===== src/rtl/score_pkg.sv =====
// Shared types and constants for the score binary-to-BCD converter.
package score_pkg;

  typedef enum logic [1:0] {
    IDLE  = 2'd0,
    SHIFT = 2'd1,
    DONE  = 2'd2
  } state_t;

  localparam int          DIGIT_W    = 4;
  localparam logic [3:0]  BLANK_CODE = 4'hF;

endpackage


===== src/rtl/bcd_add3.sv =====
// Double-dabble nibble cell: adds 3 to a BCD digit of 5 or more before the shift.
module bcd_add3
  import score_pkg::*;
(
  input  logic [DIGIT_W-1:0] nib,
  output logic [DIGIT_W-1:0] adj
);

  assign adj = (nib >= DIGIT_W'(5)) ? nib + DIGIT_W'(3) : nib;

endmodule


===== src/rtl/score_bcd_conv.sv =====
// Sequential binary-to-BCD converter for the score display, one bit per clock.
// Optional leading-zero blanking when SCORE_BCD_LZB_EN is defined.
module score_bcd_conv
  import score_pkg::*;
#(
  parameter int BIN_W  = 10,
  parameter int DIGITS = 3
) (
  input  logic                    clk,
  input  logic                    rst_n,
  input  logic                    start,
  input  logic [BIN_W-1:0]        bin_in,
  output logic                    busy,
  output logic                    done,
  output logic                    ovf,
  output logic [DIGIT_W*DIGITS-1:0] bcd_out
);

  localparam int          ACC_W   = DIGIT_W * DIGITS;
  localparam int          CNT_W   = $clog2(BIN_W + 1);
  localparam longint      MAX_VAL = 10**DIGITS - 1;

  state_t                   state;
  logic [BIN_W-1:0]         bin_sr;
  logic [BIN_W-1:0]         bin_lat;
  logic [ACC_W-1:0]         acc;
  logic [ACC_W-1:0]         acc_adj;
  logic [CNT_W-1:0]         bit_cnt;
  logic [ACC_W+BIN_W-1:0]   shifted;
  logic                     sat;
  logic [ACC_W-1:0]         result;

  for (genvar g = 0; g < DIGITS; g++) begin : g_add3
    bcd_add3 u_add3 (
      .nib (acc[g*DIGIT_W +: DIGIT_W]),
      .adj (acc_adj[g*DIGIT_W +: DIGIT_W])
    );
  end

  assign shifted = {acc_adj, bin_sr} << 1;

  // Saturation looks at the copy taken at start; bin_sr is consumed by the shift.
  assign sat = (64'(bin_lat) > 64'(MAX_VAL));

  // NOTE: every variable assigned in always_comb gets a value on every path first, otherwise a latch is inferred.
  always_comb begin
    result = sat ? {DIGITS{4'h9}} : acc;
`ifdef SCORE_BCD_LZB_EN
    begin : blank
      logic leading;
      leading = !sat;
      for (int i = DIGITS - 1; i > 0; i--) begin
        if (leading && (acc[i*DIGIT_W +: DIGIT_W] == '0)) begin
          result[i*DIGIT_W +: DIGIT_W] = BLANK_CODE;
        end else begin
          leading = 1'b0;
        end
      end
    end
`endif
  end

  // NOTE: sequential state uses non-blocking assignments so every register samples pre-edge values.
  always_ff @(posedge clk or negedge rst_n) begin
    if (!rst_n) begin
      state   <= IDLE;
      busy    <= 1'b0;
      done    <= 1'b0;
      ovf     <= 1'b0;
      bcd_out <= '0;
      bin_sr  <= '0;
      bin_lat <= '0;
      acc     <= '0;
      bit_cnt <= '0;
    end else begin
      done <= 1'b0;
      case (state)
        IDLE: begin
          if (start) begin
            bin_sr  <= bin_in;
            bin_lat <= bin_in;
            acc     <= '0;
            bit_cnt <= '0;
            busy    <= 1'b1;
            state   <= SHIFT;
          end
        end
        SHIFT: begin
          acc     <= shifted[ACC_W+BIN_W-1 -: ACC_W];
          bin_sr  <= shifted[BIN_W-1:0];
          bit_cnt <= bit_cnt + CNT_W'(1);
          if (bit_cnt == CNT_W'(BIN_W - 1)) state <= DONE;
        end
        DONE: begin
          done    <= 1'b1;
          ovf     <= sat;
          bcd_out <= result;
          // A start here is accepted back-to-back without passing through IDLE.
          if (start) begin
            bin_sr  <= bin_in;
            bin_lat <= bin_in;
            acc     <= '0;
            bit_cnt <= '0;
            busy    <= 1'b1;
            state   <= SHIFT;
          end else begin
            busy  <= 1'b0;
            state <= IDLE;
          end
        end
        default: begin
          busy  <= 1'b0;
          state <= IDLE;
        end
      endcase
    end
  end

endmodule


===== config.mk =====
export PLATFORM = sky130hd
export DESIGN_NAME = score_bcd_conv
export DESIGN_NICKNAME = d
export VERILOG_FILES = /design/src/rtl/score_pkg.sv /design/src/rtl/bcd_add3.sv /design/src/rtl/score_bcd_conv.sv
export SDC_FILE = /design/constraint.sdc
export NUM_CORES = 1
export LEC_CHECK = 0
export BUFFER_PORTS_ARGS = -buffer_cell sky130_fd_sc_hd__buf_2
export CORE_ASPECT_RATIO = 1.25
export CORE_MARGIN = 2
export CORE_UTILIZATION = 61
export CTS_CLUSTER_DIAMETER = 200
export DETAILED_ROUTE_END_ITERATION = 16
export PLACE_DENSITY = 0.8
export SLEW_MARGIN = 20
export SYNTH_ARGS = -nofsm -noshare
export SYNTH_HDL_FRONTEND = slang
export SYNTH_HIERARCHICAL = 1
export SYNTH_SLANG_ARGS = --single-unit
export TNS_END_PERCENT = 10

===== constraint.sdc =====
create_clock -name clk -period 2.3 [get_ports clk]
set_clock_uncertainty 0.1 [all_clocks]
set_input_delay 0.575 -clock clk [delete_from_list [all_inputs] [get_ports clk]]
set_output_delay 0.575 -clock clk [all_outputs]
set_load 0.02 [all_outputs]

# == After elaboration in Yosys (flattened, before gate mapping) ==
# Index checks and enable logic that the tools add are counted.
# classes
muxes,18
addsub,4
reduce_logical,7
eq_ne,6
magnitude_cmp,4
bitwise,1
# op_table
operator,count
$mux 12,2
$pmux 12 s2,1
$pmux 10 s2,1
$ge 4x3->1 const B,3
$mux 4,3
$gt 10x10->1 const B,1
$mux 10,1
$add 4x2->4 const B,2
$pmux 4 s2,1
$reduce_and 2->1,4
$pmux 2 s3,1
$add 4x1->4 const B,1
$eq 4x4->1 const B,1
$mux 1,4
$mux 2,2
$ne 2x2->1 const B,2
$add 3x2->3 const B,1
$mux 3,1
$pmux 1 s3,1
$eq 2x1->1 const B,1
$eq 2x2->1 const B,1
$logic_not 2->1,1
$ne 2x1->1 const B,1
$reduce_bool 2->1,1
other kinds (2),2
# word_totals
word_cells,49
inputBits,13
out_inout_bits,15
regBits,53

# == Logic depth before layout (Yosys ltp) ==
# depth
word_depth,4
depth_mapped,6
mapped_depth_nobuf,6

# == Cells and area by module ==
# The synthesis kept the hierarchy.
# modules_own_cells
module,area_per_inst_um2,cells_per_inst,instances,seq_area_each_um2
score_bcd_conv,2069.5,188,1,1251.2
bcd_add3,101.3,16,3,0.0

# == Worst setup path after synthesis ==
# No wires, ideal clock.
# synth_timing
kind,register to register
startpoint,register acc[8]
endpoint,register acc[10]
slack_ns,0.856
setup_ns,0.121
arrival_ns,1.223
period_less_slack_ns,1.444
t_required_ns,2.079
n_path_buf,0
path_stages_with_launch,6
path_cell_list,dfrtp_1 ha_1 nand2b_1 a21oi_2 mux2i_1 a22o_1
# synth_between
elab_chain_cells,3
word_cells_on_any_way,4
cone_classes,add/sub (1); order compare (1); mux (2)
# synth_rtl
element,line,rtl
from (decl),score_bcd_conv.sv:26,logic [ACC_W-1:0] acc;
from (signal assigned),score_bcd_conv.sv:89,acc <= shifted[ACC_W+BIN_W-1 -: ACC_W];
$ge 4x3->1 / $add 3x2->3 (equally long branches),bcd_add3.sv:9,assign adj = (nib >= DIGIT_W'(5)) ? nib + DIGIT_W'(3) : nib;
$mux 3 (*),bcd_add3.sv:9,
net acc_adj[9],score_bcd_conv.sv:27,logic [ACC_W-1:0] acc_adj;
$pmux 12 s2 (*),score_bcd_conv.sv:77,case (state)
# Mark *: on every way through the listed nets, which the timed path passes. The rest lies on a longest branch.
# A chain may end at the register's enable or synchronous reset.

# == Worst setup path after layout ==
# layout_timing
startpoint,register state[0]
endpoint,register acc[2]
# layout_between
elab_chain_cells,4
word_cells_on_any_way,8
cone_classes,eq/ne (3); mux (1); reduce/logical (4)
# layout_rtl
element,line,rtl
from (decl),score_bcd_conv.sv:23,state_t state;
from (signal assigned),score_bcd_conv.sv:66,state <= IDLE;
from (signal assigned),score_bcd_conv.sv:85,state <= SHIFT;
from (signal assigned),score_bcd_conv.sv:92,if (bit_cnt == CNT_W'(BIN_W - 1)) state <= DONE;
$eq 2x2->1 / $logic_not 2->1 (equally long branches),score_bcd_conv.sv:77,
$reduce_or 2->1 (no line),--,
$ne 2x1->1 (no line) / $reduce_bool 2->1 (equally long branches),--,
$reduce_and 2->1 (no line),--,
# Parallel ways exist; a longest one is shown, timed or not.

==> flow_summary.ini <==
[timing]
hold_viol = 0
hold_slack_ns = 0.1196
drv_slew = 0
grt_setup_unrepaired = false
setup_violations = 0
worstMarginPinSlew_ns = 0.6925
max_freq_mhz = 607.0
slew_headroom_pct = 53.79
fin_tns_setup_ns = 0
finalCritPeriodShare_pct = 71.63
fin_crit_ns = 1.648

[clock_tree]
holdBufCountCts = 0
ctsResizeCount = 0
cts_root_buffer = clkbuf_8
insertion_delay_ns = 0.30
htree_levels = 2
cts_made_buffers = 5
post_cts_buffers = 0
path_clk_slew_ns = 0.09
cts_sinks = 50
cts_tree = done
clockBufferDepth = 2

[worst_setup_path]
crit_arrival_ns = 1.79
cp_slowest_cell = dfrtp_1
critPathMaxStageDelay_ns = 0.54
cp_cell_sequence = and2b_4 -> nor2_4 -> a22o_1
r2r_cells = 3
crit_path_start_kind = register
reg2reg_to = acc[2]
cp_max_fo = 23
reg2reg_slack_ns = 0.65
setup.worst_path.class = register to register
crit_path_end_kind = register
crit_required_ns = 2.45
r2r_start = state[0]

[power_and_ir_drop]
ir_drop_mv = 0.7978
power_density_nw_per_um2 = 1372
p_leak_uw = 0.001350

[die]
die_area_um2 = 4374
die_w_um = 59.56
core_area_um2 = 3754
row_count = 25
start_util_pct = 62.70
pin_count = 28
die_h_um = 73.45

[cells_and_area]
diodes = 0
area_growth_pct = 10.31
fin_nets = 280
drive_above_1_share_pct = 17.31

[routing]
drc = 0
wl_um = 4158
drt-initial-drc-count = 81
wire_per_inst_um = 13.86
drt_pass1_iterations = 4
ant_nets = 0
vias_per_cell = 5.630
vias = 1689

[run]
maxCapViolCount = 0

[synth]
yosysWarnings = 6
syn-num-nets = 253
synth_area_um2 = 2354
netlist_instances = 232
postSynthAreaPerCell_um2 = 10.14

[global_route]
grt_pass1_wl_um = 7596
grt-ovfl-total = 0
grtUsageTotal_pct = 22.87
grt_max_degree = 31
grt_pass1_vias = 1689
antenna_found_initial = 0

[placed_design]
dp_hpwl_um = 2985
place_congestion = 0.8161
io_buffer_count = 27

[run_status]
status = finished clean

[min_path]
min-delay-path-class = primary input to async pin
-- cells in the final DEF (no fill, tap or decap), drive strengths merged, types with 4 or more instances in the layout --
cell and n:
a21oi 9, a22o 13, buf 31, clkbuf 7, dfrtp 50, ha 8, inv 9, mux2i 14
nand2 50, nand2b 8, nand3 9, nor2 17, o21ai 22, xnor2 4
-- registers in the layout (all words and copies together), names as in the netlist --
register,cells
acc,12
bit_cnt,4
busy,1
done,1
ovf,1
bin_sr,10
bcd_out,12
state,2
bin_lat,7
-- power by group --
part | switching [uW] | internal (uW)
sequential | 308 | 1240
combinational | 768 | 644
clock | 278 | 326
-- worst max-delay path by stage --
stage,slack [ns],to,startpoint,cells after the start
5_1_grt,0.51,bcd_out[7],state[0],6
3_3_place_gp,0.59,bin_sr[5],start,4
4_1_cts,0.65,bcd_out[7],state[0],6
3_5_place_dp,0.57,bin_sr[8],start,4
6_report,0.65,acc[2],state[0],3
2_1_floorplan,0.86,acc[2],acc[0],5
-- routing by layer --
metal | wire length, um | track usage (%)
met1 | 1882 | 30.02
met2 | 2025 | 38.10
met3 | 182 | 4.577
met4 | 67 | 7.160
met5 | 0 | 0
-- per-stage QoR --
stage	total power [uW]	area [um2]	instances	worst slack (ns)	utilization [%]
2_1_floorplan	2705	2354	232	0.8563	-
3_3_place_gp	2930	2490	292	0.5891	66.33
3_5_place_dp	2994	2490	292	0.5702	66.33
4_1_cts	3591	2596	300	0.6474	69.17
5_1_grt	3867	2596	300	0.5090	69.17
6_report	3561	2596	300	0.6524	69.17
-- layout make-up --
type                            count  area [um2]
Multi-Input combinational cell    162       977.2
Clock inverter                      1       30.03
Fill cell                         313        1157
Timing Repair Buffer               31       177.7
Clock buffer                        7       76.32
Inverter                            9       33.78
Sequential cell                    50        1251
Tap cell                           40       50.05
-- worst max-delay path, delay by kind of cell, from the launching register on --
family | cells | cell delay (ns)
AO/OA/AOI/OAI | 1 | 0.22
flip-flops | 1 | 0.54
AND/OR/NAND/NOR | 2 | 0.74
Power figures use the tool's default switching activity.
